<file path="src/rtl/u_mem_arb_pkg.sv">
// Shared types and constants for the unified-SRAM fetch/LSU arbiter.
package u_mem_arb_pkg;

   typedef enum logic {
      ARB = 1'b0,  // normal arbitration, LSU has priority
      IFP = 1'b1   // forced-fetch, fetch wins if requesting
   } arb_st_t;

   typedef enum logic [1:0] {
      NONE = 2'd0,
      IF   = 2'd1,
      LS   = 2'd2
   } rsp_tag_t;

   localparam logic [3:0] MEM_RE_WORD = 4'hF;
   localparam logic [3:0] SC_SAT      = 4'hF;

endpackage

</file>
<file path="src/rtl/u_arb_starve.sv">
// Fetch starvation tracker: counts consecutive denied fetch cycles and
// raises if_prio for one arbitration round once the limit is reached.
module u_arb_starve
   import u_mem_arb_pkg::*;
#(
   parameter int STARVE_MAX = 4
) (
   input  logic clk,
   input  logic rst,
   input  logic if_req,
   input  logic if_gnt,
   output logic if_prio
);

   localparam logic [3:0] SMAX = 4'(STARVE_MAX);

   arb_st_t    st, st_next;
   logic [3:0] sc, sc_next;

   // Starve count: grows only while fetch waits, saturating at 15.
   always_comb begin
      sc_next = sc;
      if (!if_req || if_gnt)
         sc_next = 4'd0;
      else if (sc != SC_SAT)
         sc_next = sc + 4'd1;
   end

   // Next state: enter forced-fetch when the count reaches the limit,
   // leave as soon as fetch is served or withdraws.
   always_comb begin
      st_next = st;
      case (st)
         ARB: if (sc_next >= SMAX) st_next = IFP;
         IFP: if (if_gnt || !if_req) st_next = ARB;
         default: st_next = ARB;
      endcase
   end

   // State and counter registers.
   always_ff @(posedge clk or posedge rst) begin
      if (rst) begin
         st <= ARB;
         sc <= 4'd0;
      end else begin
         st <= st_next;
         sc <= sc_next;
      end
   end

   assign if_prio = (st == IFP);

endmodule

</file>
<file path="src/rtl/u_mem_arb.sv">
// Fetch/LSU arbiter for one single-port synchronous SRAM. One access per
// cycle, LSU preferred, fetch starvation bounded by u_arb_starve.
module u_mem_arb
   import u_mem_arb_pkg::*;
#(
   parameter int AW         = 16,
   parameter int DW         = 32,
   parameter int STARVE_MAX = 4
) (
   input  logic          clk,
   input  logic          rst,
   input  logic          if_req,
   input  logic [AW-1:0] if_a,
   input  logic          if_kill,
   output logic          if_gnt,
   output logic          if_rvld,
   output logic [DW-1:0] if_rd,
   input  logic          ls_req,
   input  logic [AW-1:0] ls_a,
   input  logic [3:0]    ls_we,
   input  logic [DW-1:0] ls_wd,
   input  logic [3:0]    ls_re,
   output logic          ls_gnt,
   output logic          ls_rvld,
   output logic [DW-1:0] ls_rd,
   output logic [AW-1:0] mem_a,
   output logic          mem_e,
   output logic [3:0]    mem_we,
   output logic [DW-1:0] mem_wd,
   output logic [3:0]    mem_re,
   input  logic [DW-1:0] mem_rd
);

   logic     if_prio;
   rsp_tag_t rt, rt_next;

   u_arb_starve #(.STARVE_MAX(STARVE_MAX)) starve (
      .clk     (clk),
      .rst     (rst),
      .if_req  (if_req),
      .if_gnt  (if_gnt),
      .if_prio (if_prio)
   );

   // Grant selection: fetch wins when forced or when the LSU is idle.
   always_comb begin
      if_gnt = if_req && (if_prio || !ls_req);
      ls_gnt = ls_req && !if_gnt;
   end

   // SRAM port mux: zero-cycle pass-through of the winner, idle otherwise.
   always_comb begin
      mem_e  = 1'b0;
      mem_a  = '0;
      mem_we = 4'h0;
      mem_wd = '0;
      mem_re = 4'h0;
      if (if_gnt) begin
         mem_e  = 1'b1;
         mem_a  = if_a;
         mem_re = MEM_RE_WORD;
      end else if (ls_gnt) begin
         mem_e  = 1'b1;
         mem_a  = ls_a;
         mem_we = ls_we;
         mem_wd = ls_wd;
         mem_re = ls_re;
      end
   end

   // Response tag: who owns next cycle's mem_rd. Write-only LSU accesses
   // produce nothing to return.
   always_comb begin
      rt_next = NONE;
      if (if_gnt)
         rt_next = IF;
      else if (ls_gnt && (ls_re != 4'h0))
         rt_next = LS;
   end

   // Tag register; reset drops any response in flight.
   always_ff @(posedge clk or posedge rst) begin
      if (rst)
         rt <= NONE;
      else
         rt <= rt_next;
   end

   // A kill only hides the old fetch response; it never touches grants.
   assign if_rvld = (rt == IF) && !if_kill;
   assign ls_rvld = (rt == LS);
   assign if_rd   = mem_rd;
   assign ls_rd   = mem_rd;

endmodule

</file>
<file path="config.mk">
export PLATFORM = sky130hd
export DESIGN_NAME = u_mem_arb
export DESIGN_NICKNAME = d
export VERILOG_FILES = /design/src/rtl/u_mem_arb_pkg.sv /design/src/rtl/u_arb_starve.sv /design/src/rtl/u_mem_arb.sv
export SDC_FILE = /design/constraint.sdc
export NUM_CORES = 1
export LEC_CHECK = 0
export CAP_MARGIN = 20
export CORE_AREA = 2 2 90 92
export CTS_CLUSTER_DIAMETER = 150
export CTS_CLUSTER_SIZE = 28
export DETAILED_ROUTE_END_ITERATION = 8
export DIE_AREA = 0 0 92 94
export PLACE_DENSITY = 0.71
export SYNTH_ARGS = -nofsm -noshare
export SYNTH_HDL_FRONTEND = slang
export SYNTH_SLANG_ARGS = --single-unit
export TNS_END_PERCENT = 30
</file>
<file path="constraint.sdc">
create_clock -name clk -period 1.3 [get_ports clk]
set_input_delay 0.26 -clock clk [delete_from_list [all_inputs] [get_ports clk]]
set_output_delay 0.26 -clock clk [all_outputs]
set_load 0.05 [all_outputs]
</file>
==> results.sh <==
export IMPL_status="finished with violations"
export IMPL_violations="setup timing"
export IMPL_synth_common_cells="buf_4 (65), and2_1 (37), a22o_1 (16), dfrtp_1 (7), buf_2 (6)"
export IMPL_powerDensity_mw_per_mm2=614
export IMPL_worstMarginPinSlew_ns=0.263
export IMPL_antenna_found_initial=0
export IMPL_fin_nets=349
export IMPL_finalSetupViolCount=60
export IMPL_synth_seq_area_share_pct=13.9
export IMPL_detail_route_first_pass_iterations=4
export IMPL_die_area_mm2=0.00865
export IMPL_synth_most_common_cell="buf_4"
export IMPL_synth_area_per_cell_um2=7.87
export IMPL_placed_cell_area_mm2=0.00319
export IMPL_crit_type="flip-flop to output port"
export IMPL_n_fill_cell=709
export IMPL_grt_pass1_vias=1431
export IMPL_io_buffers=137
export IMPL_yosys_register_bits=7
export IMPL_die_width_um=92
export IMPL_slew_violations=0
export IMPL_drt_total_wl_mm=4.47
export IMPL_slew_headroom_pct=82.5
export IMPL_synth_top_area_cell="buf_4"
export IMPL_ir_worst_vdd_v=0.000224
export IMPL_p_leak_nw=1.40
export IMPL_cp_end_kind="output port"
export IMPL_switching_share_pct=37.5
export IMPL_viasPerCell=3.86
export IMPL_design_portCount=234
export IMPL_grt_pass1_wl_mm=7.01
export IMPL_postLayoutCellArea_mm2=0.00325
export IMPL_grt_overflow=0
export IMPL_start_util_pct=16.5
export IMPL_period_needed_ns=1.65
export IMPL_syn_inst=160
export IMPL_synth_top_cell_area_share_pct=38.8
export IMPL_switchingPower_w=0.000749
export IMPL_netlist_area_mm2=0.00126
export IMPL_maxCapViolations=0
export IMPL_ys_flop_type="dfrtp_1"
export IMPL_clockBufferDepth=2
export IMPL_hold_viol=0
export IMPL_dp_hpwl_mm=3.97
export IMPL_fin_util_pct=42.8
export IMPL_cts_inserted_buffers=3
export IMPL_n_antenna_cell=0
export IMPL_holdWs_ns=0.272
export IMPL_rsz0062_at_grt="true"
export IMPL_gr_usage_all_layers_pct=9.97
export IMPL_p_clk_share_pct=15.0
export IMPL_wl_per_cell_um=13.1
export IMPL_place_gp_congestion=0.632
export IMPL_drt_drc_violations_left=0
export IMPL_pwr_share_comb_pct=73.5
export IMPL_p_seq_share_pct=11.5
export IMPL_worstPathRequired_ns=1.04
export IMPL_synthesis_nets=270
export IMPL_hold_path_class="input pin to asynchronous set/reset pin"
export IMPL_drtIter0Drc=8
export IMPL_die_y_um=94
export IMPL_root_buffer="clkbuf_8"
export IMPL_dp_slack_ns=-0.615
export IMPL_drive_gt1_share_pct=55.5
export IMPL_p_int_w=0.00125
export IMPL_finalClockSkew_ns=0.00233
export IMPL_row_count=32
export IMPL_cts_tree="built"
export IMPL_yosysWarningCount=0
export IMPL_ant_nets=0
export IMPL_htree_levels=1
export IMPL_dr_total_vias=1313
export IMPL_yosysUniqueCellTypes=23
export IMPL_setup_slack_ns=-0.348
export IMPL_syn_to_final_growth_pct=159
export IMPL_synth_edf_count=0
export IMPL_grt_max_degree=31
export IMPL_start_kind="flip-flop"
export IMPL_critPathArrivalTime_ns=1.39
export IMPL_clock_latency_ns=0.22
export IMPL_clk_pin_slew_ns=0.04
export IMPL_ff2ff_setup_slack_ns=0.11
export IMPL_synth_area_leaders="buf_4 (39%), and2_1 (18%), dfrtp_1 (14%), a22o_1 (11%), buf_2 (2.4%)"
export IMPL_clock_fmax_ghz=0.607
export IMPL_critPathMaxFanout=30
export IMPL_synthArstFlopShare_pct=100
export IMPL_core_area_mm2=0.00761
export IMPL_clock_sinks=7
export IMPL_layout_worst_path_cycle_share_pct=127
kinds of logic (layout without fill, tap and decap cells):
logic type / count (synthesis) / count (layout) / synth area share (%)
flops: 7 / 7 / 13.9
buf+inv: 74 / 152 / 42.0
mux: 1 / 1 / 0.795
fa+ha+maj: 1 / 1 / 0.994
simple gates: 50 / 50 / 23.5
compound gates: 26 / 26 / 18.1
xor+xnor: 1 / 1 / 0.696
per-stage QoR:
stage / TNS, ns / power (W) / cells
2_1_floorplan: -3.42 / 0.00144 / 160
6_report: -18.03 / 0.00200 / 340
3_3_place_gp: -31.28 / 0.00170 / 335
3_5_place_dp: -33.95 / 0.00171 / 335
4_1_cts: -19.17 / 0.00202 / 340
5_1_grt: -21.63 / 0.00208 / 340
layer usage:
layer / wire [µm] / up-vias / GRT usage [%]
li1: - / 614 / -
met1: 1410 / 577 / 9.90
met2: 2430 / 102 / 19.4
met3: 515 / 20 / 2.97
met4: 111 / 0 / 3.86
met5: 0 / - / 0
flip-flops by register name, summed over array words and instances (netlist names):
register        cells
rt                  2
starve.if_prio      1
starve.sc           4
worst max-delay path, stage by stage, from the launching register on:
cell	delay, ns
dfrtp_1	0.41
a21boi_4	0.22
buf_12	0.20
a22o_1	0.19
buf_12	0.14
power by group through the flow:
stage               Clock, W  Sequential (W)  Combinational, W
floorplan                  0        0.000232           0.00121
global placement           0        0.000233           0.00147
detailed placement         0        0.000233           0.00148
CTS                 0.000305        0.000231           0.00149
global route        0.000322        0.000232           0.00153
finish              0.000299        0.000231           0.00147
final cells by class:
| cell class | instances | area, µm² | share of cell area (%) |
|---|---|---|---|
| clock buffers | 4 | 45.0 | 1.38 |
| inverters | 3 | 11.3 | 0.346 |
| repair buffers | 145 | 2070 | 63.7 |
| flip-flops and latches | 7 | 175 | 5.38 |
| well taps | 102 | 128 | 3.92 |
| multi-input cells | 79 | 822 | 25.3 |
placed cells by master, fill, tap and decap left out, types with 3 or more instances in the layout:
cell type	instances
buf_12	63
buf_4	4
clkdlybuf4s50_1	74
dfrtp_1	7
nand3_1	3
a22o_4	15
clkbuf_8	3
a21o_4	4
nor2_1	4
and2_4	36
worst paths after layout:
kind                                     start           end  depth (start not counted)
worst min-delay path                       rst  starve.sc[2]                          2
max in group asynchronous                  rst         rt[1]                          2
worst min register to register    starve.sc[1]  starve.sc[1]                          2
worst max-delay path            starve.if_prio     mem_a[15]                          4
worst max register to register  starve.if_prio         rt[1]                          4
min in group clk                    mem_rd[10]     if_rd[10]                          0
repair_timing:
item,in CTS,in global routing
gates resized for setup,7,0
hold buffers,0,0
pin swaps,22,8
setup buffers,1,0
endpoints found under the setup margin,61,60
Power figures use the tool's default switching activity.
